==> src/rtl/ecb_block_assembler_if.sv <==
// Byte-in / block-out handshake bundle for ecb_block_assembler.
// master: assembler side (takes bytes, drives blocks); slave: its environment.
interface ecb_block_assembler_if #(
   parameter int SYNC_SIZE = 128
);
   logic [7:0]           in_data;
   logic                 in_valid;
   logic                 in_last;
   logic                 in_ready;
   logic [SYNC_SIZE-1:0] blk_data;
   logic                 blk_valid;
   logic                 blk_ready;
   logic                 blk_last;
   logic [7:0]           blk_pad;

   modport master (
      input  in_data, in_valid, in_last, blk_ready,
      output in_ready, blk_data, blk_valid, blk_last, blk_pad
   );

   modport slave (
      output in_data, in_valid, in_last, blk_ready,
      input  in_ready, blk_data, blk_valid, blk_last, blk_pad
   );
endinterface

==> src/rtl/ecb_block_assembler.sv <==
// Packs a byte stream into SYNC_SIZE-bit blocks (first byte in [7:0]) and
// pads a short final block PKCS#7-style. Ports: clk, rst (sync, high), bus.
module ecb_block_assembler #(
   parameter int SYNC_SIZE = 128
) (
   input logic                  clk,
   input logic                  rst,
   ecb_block_assembler_if.master bus
);
   localparam int NB = SYNC_SIZE / 8;
   localparam int CW = $clog2(NB + 1);

   typedef enum logic {FILL, HOLD} state_t;

   state_t               state_q, state_d;
   logic [CW-1:0]        cnt_q, cnt_d;
   logic [SYNC_SIZE-1:0] data_q, data_d;
   logic                 last_q, last_d;
   logic [7:0]           pad_q, pad_d;

   logic                 acc;
   logic                 full;
   logic [7:0]           pad_val;

   assign acc     = (state_q == FILL) && bus.in_valid;
   assign full    = (cnt_q == CW'(NB - 1));
   assign pad_val = 8'(NB - 1 - int'(cnt_q));

   // state register (plus datapath flops)
   always_ff @(posedge clk) begin
      if (rst) begin
         state_q <= FILL;
         cnt_q   <= '0;
         data_q  <= '0;
         last_q  <= 1'b0;
         pad_q   <= 8'd0;
      end else begin
         state_q <= state_d;
         cnt_q   <= cnt_d;
         data_q  <= data_d;
         last_q  <= last_d;
         pad_q   <= pad_d;
      end
   end

   // next-state
   always_comb begin
      state_d = state_q;
      unique case (state_q)
         FILL: if (acc && (full || bus.in_last)) state_d = HOLD;
         HOLD: if (bus.blk_ready) state_d = FILL;
         default: state_d = FILL;
      endcase
   end

   // datapath next values
   always_comb begin
      cnt_d  = cnt_q;
      data_d = data_q;
      last_d = last_q;
      pad_d  = pad_q;
      if (acc) begin
         data_d[8*cnt_q +: 8] = bus.in_data;
         cnt_d = cnt_q + CW'(1);
         if (full) begin
            pad_d  = 8'd0;
            last_d = bus.in_last;
         end else if (bus.in_last) begin
            // fill every byte above the current one with the pad count
            for (int j = 0; j < NB; j++) begin
               if (j > int'(cnt_q)) data_d[8*j +: 8] = pad_val;
            end
            pad_d  = pad_val;
            last_d = 1'b1;
         end
      end else if (state_q == HOLD && bus.blk_ready) begin
         cnt_d  = '0;
         last_d = 1'b0;
         pad_d  = 8'd0;
      end
   end

   // outputs, decoded from state and flops only
   always_comb begin
      bus.in_ready  = (state_q == FILL);
      bus.blk_valid = (state_q == HOLD);
      bus.blk_data  = data_q;
      bus.blk_last  = last_q;
      bus.blk_pad   = pad_q;
   end
endmodule

==> src/flat_wrapper.sv <==
// flat-port wrapper written by rule: the top's interface ports become plain ports
module ecb_block_assembler_flat 
#(
   parameter int SYNC_SIZE = 128
)
  (clk, rst, bus_in_data, bus_in_valid, bus_in_last, bus_blk_ready, bus_in_ready, bus_blk_data, bus_blk_valid, bus_blk_last, bus_blk_pad);
  ecb_block_assembler_if #(.SYNC_SIZE(SYNC_SIZE)) bus_i ();
  input logic clk;
  input logic rst;
  input wire logic [$bits(bus_i.in_data)-1:0] bus_in_data;
  input wire logic [$bits(bus_i.in_valid)-1:0] bus_in_valid;
  input wire logic [$bits(bus_i.in_last)-1:0] bus_in_last;
  input wire logic [$bits(bus_i.blk_ready)-1:0] bus_blk_ready;
  output wire logic [$bits(bus_i.in_ready)-1:0] bus_in_ready;
  output wire logic [$bits(bus_i.blk_data)-1:0] bus_blk_data;
  output wire logic [$bits(bus_i.blk_valid)-1:0] bus_blk_valid;
  output wire logic [$bits(bus_i.blk_last)-1:0] bus_blk_last;
  output wire logic [$bits(bus_i.blk_pad)-1:0] bus_blk_pad;
  assign bus_i.in_data = bus_in_data;
  assign bus_i.in_valid = bus_in_valid;
  assign bus_i.in_last = bus_in_last;
  assign bus_i.blk_ready = bus_blk_ready;
  assign bus_in_ready = bus_i.in_ready;
  assign bus_blk_data = bus_i.blk_data;
  assign bus_blk_valid = bus_i.blk_valid;
  assign bus_blk_last = bus_i.blk_last;
  assign bus_blk_pad = bus_i.blk_pad;
  ecb_block_assembler #(.SYNC_SIZE(SYNC_SIZE)) u_core (.clk(clk), .rst(rst), .bus(bus_i));
endmodule
==> config.mk <==
export PLATFORM = sky130hd
export DESIGN_NAME = ecb_block_assembler_flat
export DESIGN_NICKNAME = d
export VERILOG_FILES = /design/src/rtl/ecb_block_assembler_if.sv /design/src/rtl/ecb_block_assembler.sv /design/src/flat_wrapper.sv
export SDC_FILE = /design/constraint.sdc
export NUM_CORES = 1
export LEC_CHECK = 0
export BUFFER_PORTS_ARGS = -buffer_cell sky130_fd_sc_hd__buf_4
export CAP_MARGIN = 20
export CORE_ASPECT_RATIO = 1.5
export CORE_MARGIN = 1.5
export CORE_UTILIZATION = 35
export DETAILED_ROUTE_END_ITERATION = 10
export PLACE_DENSITY = 0.62
export SLEW_MARGIN = 0
export SYNTH_ARGS = -nofsm -noshare
export SYNTH_HDL_FRONTEND = slang
export SYNTH_SLANG_ARGS = --single-unit
==> constraint.sdc <==
create_clock -name clk -period 5 [get_ports clk]
set_input_delay 1 -clock clk [delete_from_list [all_inputs] [get_ports clk]]
set_output_delay 1 -clock clk [all_outputs]
set_load 0.02 [all_outputs]
==> flow_metrics.py, run 1 <==
metrics = {
    "status": {
        "status": "finished, final reports clean",
    },
    "sta": {
        "hold_viol": 0,
        "layout_min_cycle_time_ns": 3.20,
        "finalCritPeriodShare_pct": 63.9,
        "rsz0062_at_grt": "false",
        "fmax_mhz": 313,
        "finalMaxSlewViolations": 0,
        "finClkSkew_ns": 0.00931,
        "setup_viol": 0,
        "setup_tns_ns": 0,
        "relSlewSlack_pct": 43.5,
        "tightest_slew_ns": 0.845,
    },
    "synth": {
        "synth.distinct_cells": 82,
        "ys_seq_elements": 140,
        "synth.most_common_cell": "dfxtp_1",
        "yosys_warnings": 0,
        "synth_top_family_by_area": "compound AO/OA/AOI/OAI gates",
        "synth_common_cells": "dfxtp_1 (140), a21oi_1 (71), nand2_1 (62)",
        "ys_seq_area_share_pct": 42.1,
        "synth-compound-area-share_pct": 29.0,
        "synth_ff_type": "dfxtp_1",
        "netlist_instances": 762,
        "synthMuxAreaShare_pct": 0.920,
        "synth-simple-area-share_pct": 20.8,
        "netlist_area_sq_um": 6660,
        "yosysTopAreaCellShare_pct": 42.1,
        "synthAdderAreaFrac_pct": 0.939,
        "synth-edff-count": 0,
        "ys_async_sr_fraction_pct": 0,
        "yosys.area.top_type": "dfxtp_1",
        "synth_nets": 780,
        "avgSynthCellArea_sq_um": 8.74,
        "synth_xor_area_share_pct": 0.263,
        "synthTopCellsByArea": "dfxtp_1 (42%), a21oi_1 (5.3%), o221a_2 (4.2%), nand2_1 (3.5%), nor2_1 (3.3%)",
    },
    "global_route": {
        "globalRouteOverflowTotal": 0,
        "grt_pass1_vias": 6525,
        "grt_pass1_wl_mm": 37.0,
        "antenna_found_initial": 0,
        "track_usage_pct": 24.5,
        "grt_max_degree": 70,
    },
    "route": {
        "dr.first_iter.drc_count": 572,
        "drcViolationCount": 0,
        "routed_wl_mm": 24.4,
        "antenna_left": 0,
        "dr.pass1.iters": 5,
        "via_per_inst": 5.81,
        "via_count": 6675,
        "wl_per_cell_um": 21.3,
    },
    "cells_and_area": {
        "fillers": 1897,
        "design_area_sq_um": 8510,
        "nets": 901,
        "diodes": 0,
        "post-route-util_pct": 45.7,
        "drive_gt1_share_pct": 27.7,
        "area_growth_pct": 27.7,
        "multi_input_comb_area_sq_um": 3470,
        "regArea_sq_um": 2800,
    },
    "cts": {
        "clkSinkCount": 140,
        "clock_latency_ns": 0.43,
        "cts_inserted_buffers": 17,
        "postCtsHoldBufs": 0,
        "cts.reportedPaths.clkPinSlew_ns": 0.06,
        "cts_setup_buffers": 0,
        "root_buffer": "clkbuf_16",
        "ctsResizeCount": 0,
        "clk_path_buf_depth": 2,
        "tritoncts": "done",
        "htreeDepth": 4,
    },
    "setup_path": {
        "worstSetupEndpointType": "register",
        "critPathLaunchType": "register",
        "path_max_fanout": 29,
        "worstSetupPathType": "reg2reg",
        "worstPathRequired_ns": 5.32,
        "cp.arrival_ns": 3.51,
    },
    "floorplanning": {
        "fp.dieArea_sq_um": 19900,
        "io_pins": 152,
        "die_y_um": 172,
        "rows": 61,
        "die_w_um": 116,
        "core_sq_um": 18600,
        "initial_core_util_pct": 35.8,
    },
    "placed_design": {
        "dpl_cell_area_sq_um": 7930,
        "gp_congestion": 0.980,
        "numPortBuffers": 151,
        "dpl.hpwl_mm": 17.4,
    },
    "pwr": {
        "clkPwrFrac_pct": 43.1,
        "comb_power_share_pct": 15.7,
        "net-switching-power_w": 0.000870,
        "p_int_w": 0.00204,
        "p_leak_nw": 3.32,
        "sequentialPowerShare_pct": 41.2,
        "total_power_w": 0.00291,
        "ir_drop_uv": 233,
        "p_sw_share_pct": 29.9,
        "power.density_nw_per_um2": 342,
    },
    "job": {
        "drv_cap": 0,
    },
    "hold_path": {
        "min_path_type": "reg2reg",
    },
}
[layout by cell type (no fill, tap or decap), drive strengths merged, types with 17 or more instances in the layout]
| cell type | count |
|---|---|
| a21oi | 73 |
| a22o | 21 |
| a22oi | 17 |
| a31oi | 18 |
| buf | 163 |
| clkbuf | 19 |
| dfxtp | 140 |
| inv | 36 |
| nand2 | 65 |
| nand3 | 32 |
| nand4 | 18 |
| nor2 | 59 |
| o21ai | 29 |
| o221a | 27 |
| o32ai | 19 |
[through the flow]
stage / hold slack, ns / setup WS, ns / std cells
3_3_place_gp: 0.441 / 1.73 / 1115
5_1_grt: 0.484 / 1.65 / 1148
3_5_place_dp: 0.449 / 1.87 / 1116
2_1_floorplan: 0.530 / 2.04 / 762
4_1_cts: 0.463 / 1.84 / 1148
6_report: 0.458 / 1.80 / 1148
[power groups by stage]
stage	sequential (W)	combinational, W	clock, W
final	0.00120	0.000458	0.00125
after global routing	0.00120	0.000490	0.00131
after CTS	0.00120	0.000455	0.00127
after detailed placement	0.00122	0.000453	0
after global placement	0.00122	0.000452	0
after floorplan	0.00127	0.000237	0
[critical path, stage by stage, from the launching register on]
cell      delay (ns)
dfxtp_1         0.31
buf_4           0.32
inv_1           0.10
and3_1          0.18
ha_1            0.33
nand2b_1        0.41
nor4_4          0.84
nand2_2         0.27
o221a_2         0.33
[sequential cells by signal, summed over array words and instances, names as in the netlist]
signal	cells
u_core.bus.blk_valid	1
u_core.bus.blk_last	1
u_core.cnt_q	5
u_core.bus.blk_pad	5
u_core.bus.blk_data	128
[logic make-up (layout without fill, tap and decap cells)]
logic type | Yosys count | after routing
compound gates | 263 | 263
xor+xnor | 2 | 2
fa+ha+maj | 5 | 5
buf+inv | 93 | 227
flops | 140 | 140
mux | 6 | 6
simple gates | 253 | 253
[final timing paths]
kind | start | to | slack, ns | depth (start not counted)
worst max-delay path | u_core.cnt_q[3] | u_core.bus.blk_data[10] | 1.80 | 8
worst min-delay path | u_core.bus.blk_data[2] | u_core.bus.blk_data[2] | 0.46 | 2
worst max register to register | u_core.cnt_q[3] | u_core.bus.blk_data[10] | 1.80 | 8
worst min register to register | u_core.bus.blk_data[2] | u_core.bus.blk_data[2] | 0.46 | 2
[layout make-up]
type	instances	share of cell area [%]
repair buffers	163	14.4
multi-input cells	529	40.7
inverters	32	1.41
clock inverters	13	1.51
clock buffers	19	5.32
flip-flops and latches	140	32.9
well taps	252	3.70
[per-layer routing]
metal	global-route usage, %	routed length, um	vias up
met5	0	0	-
met4	14.2	1220	0
met3	4.28	1290	72
met2	42.5	12300	278
met1	28.1	9550	3207
li1	-	-	3118
No activity file was read; power rests on OpenSTA's default activity.
==> run 2, diff against run 1 <==
==> constraint.sdc (replaced) <==
create_clock -name clk -period 3.2 [get_ports clk]
set_input_delay 0.64 -clock clk [delete_from_list [all_inputs] [get_ports clk]]
set_output_delay 0.64 -clock clk [all_outputs]
set_load 0.02 [all_outputs]
==> run 2 against run 1 <==
  * First-iteration DRC count increased by 16%
  * Setup slack got worse by 1.5 ns
  * Clock power rose by 65%
  * Fmax grew 9.1%
  * Non-clock buffer count is 19 higher
  * Combinational power is 63% higher
==> flow_metrics.py, run 2 (synthesis gave the netlist of run 1 again) <==
metrics = {
    "setup_path": {
        "reg2reg_to": "u_core.bus.blk_data[97]",
        "regToRegSetupSlack_ns": 0.27,
        "cpLargestDelayFamily": "simple AND/OR/NAND/NOR gates",
        "critPathSlowestCell": "nor4bb_1",
        "path_common_cell": "ha_1",
        "cpPeakStageDelay_ns": 0.59,
        "cp.buffers_inverters": 1,
        "worstRegToRegCells": 9,
        "critPathLaunchType": "register",
        "worstSetupPathType": "reg2reg",
        "reg2reg_from": "u_core.cnt_q[1]",
        "worstPathRequired_ns": 3.51,
        "path_max_fanout": 6,
        "cp.arrival_ns": 3.25,
        "crit_cells": 9,
        "path_cells": "inv_1 -> ha_1 -> and3_1 -> ha_1 -> nor4bb_1 -> nand4_2 -> nor3_4 -> o22ai_1 -> and2_1",
        "worstSetupEndpointType": "register",
        "crit_end": "u_core.bus.blk_data[97]",
        "startpoint": "u_core.cnt_q[1]",
    },
    "sta": {
        "setup_viol": 0,
        "tightest_slew_ns": 0.822,
        "setup_tns_ns": 0,
        "finClkSkew_ns": 0.00993,
        "relSlewSlack_pct": 45.0,
        "layout_min_cycle_time_ns": 2.93,
        "hold_viol": 0,
        "fmax_mhz": 341,
        "rsz0062_at_grt": "false",
        "finalCritPeriodShare_pct": 91.6,
        "setup_ws_ns": 0.268,
        "holdWs_ns": 0.455,
        "finalMaxSlewViolations": 0,
    },
    "cts": {
        "clkSinkCount": 140,
        "cts_setup_buffers": 0,
        "root_buffer": "clkbuf_16",
        "cts_inserted_buffers": 17,
        "htreeDepth": 4,
        "tritoncts": "done",
        "clock_latency_ns": 0.42,
        "clk_path_buf_depth": 2,
        "cts.reportedPaths.clkPinSlew_ns": 0.07,
    },
    "route": {
        "antenna_left": 0,
        "via_per_inst": 5.79,
        "routed_wl_mm": 25.0,
        "wl_per_cell_um": 21.4,
        "drcViolationCount": 0,
        "dr.pass1.iters": 6,
        "dr.first_iter.drc_count": 661,
        "via_count": 6760,
    },
    "cells_and_area": {
        "diodes": 0,
        "area_growth_pct": 30.3,
        "fillers": 1902,
        "largest_register_ffs": 128,
        "nets": 920,
        "final_common_cell": "buf_4",
        "drive_gt1_share_pct": 29.1,
        "final_cell_mix": "buf_4 (182), dfxtp_1 (140), a21oi_1 (71)",
    },
    "floorplanning": {
        "initial_core_util_pct": 35.8,
        "rows": 61,
        "core_sq_um": 18600,
        "io_pins": 152,
        "die_w_um": 116,
        "die_y_um": 172,
        "fp.dieArea_sq_um": 19900,
    },
    "pwr": {
        "p_sw_share_pct": 29.6,
        "power.density_nw_per_um2": 539,
        "sequentialPowerShare_pct": 40.0,
        "net-switching-power_w": 0.00139,
        "p_leak_nw": 3.44,
        "comb_power_share_pct": 15.9,
        "clkPwrFrac_pct": 44.1,
        "ir_drop_uv": 326,
        "p_int_w": 0.00329,
    },
    "job": {
        "drv_cap": 0,
    },
    "placed_design": {
        "dpl.hpwl_mm": 18.1,
        "dp_slack_ns": 0.208,
        "gp_congestion": 0.969,
        "numPortBuffers": 151,
    },
    "global_route": {
        "grt_pass1_wl_mm": 37.8,
        "grt_pass1_vias": 6640,
        "grt_max_degree": 67,
        "globalRouteOverflowTotal": 0,
        "antenna_found_initial": 0,
        "track_usage_pct": 25.1,
    },
    "status": {
        "status": "finished, final reports clean",
    },
    "hold_path": {
        "holdPathStages": 2,
        "min_path_type": "reg2reg",
    },
}
[run 2: cell types whose count changed in the layout (fill, tap and decap cells not counted), sizes merged]
cell / before / now
clkinv: 4 / 5
buf: 163 / 182
clkinvlp: 4 / 1
inv: 36 / 37
bufinv: 1 / 2
[run 2: how the worst min path moves through the flow]
stage                                start                endpoint  slack [ns]
global route        u_core.bus.blk_data[0]  u_core.bus.blk_data[0]        0.48
floorplan            u_core.bus.blk_pad[3]   u_core.bus.blk_pad[3]        0.53
global placement     u_core.bus.blk_pad[1]   u_core.bus.blk_pad[1]        0.44
detailed placement   u_core.bus.blk_pad[1]   u_core.bus.blk_pad[1]        0.45
finish              u_core.bus.blk_data[5]  u_core.bus.blk_data[5]        0.45
CTS                 u_core.bus.blk_data[5]  u_core.bus.blk_data[5]        0.46
[run 2: per-layer routing]
| metal | vias to the layer above | GRT usage [%] | routed length [um] |
|---|---|---|---|
| met2 | 296 | 43.5 | 12700 |
| li1 | 3151 | - | - |
| met5 | - | 0 | 0 |
| met3 | 68 | 3.40 | 1340 |
| met4 | 0 | 13.9 | 1060 |
| met1 | 3245 | 29.5 | 9960 |
[run 2: final cells by class]
class	count	area, sq um	share of cell area (%)
clock buffers	19	453	5.22
clock inverters	13	154	1.77
inverters	32	120	1.38
multi-input cells	529	3470	40.0
flip-flops and latches	140	2800	32.3
well taps	252	315	3.63
repair buffers	182	1370	15.7
[run 2: power groups by stage]
stage / Sequential, W / Clock [W] / Combinational (W)
after floorplan: 0.00198 / 0 / 0.000371
after global placement: 0.00191 / 0 / 0.000733
after detailed placement: 0.00191 / 0 / 0.000735
after CTS: 0.00187 / 0.00208 / 0.000738
after global routing: 0.00188 / 0.00215 / 0.000795
final: 0.00187 / 0.00206 / 0.000745
[run 2: worst reg2reg max path: stages, from the launching register on]
cell and delay [ns]:
dfxtp_1 0.33, inv_1 0.10, ha_1 0.21, and3_1 0.20, ha_1 0.33, nor4bb_1 0.59, nand4_2 0.31, nor3_4 0.45
o22ai_1 0.13, and2_1 0.18
[run 2: through the flow]
| step | util [%] | power (W) | cell area [sq um] | cells |
|---|---|---|---|---|
| after floorplan | - | 0.00235 | 6660 | 762 |
| after global placement | 43.3 | 0.00264 | 8070 | 1135 |
| after detailed placement | 43.3 | 0.00264 | 8070 | 1135 |
| after CTS | 46.6 | 0.00469 | 8670 | 1167 |
| after global routing | 46.6 | 0.00482 | 8680 | 1167 |
| final | 46.6 | 0.00468 | 8680 | 1167 |
[run 2: repair_timing]
action,CTS,global route
endpoints found under the setup margin,0,1
hold buffers,0,0
resized for setup,0,1
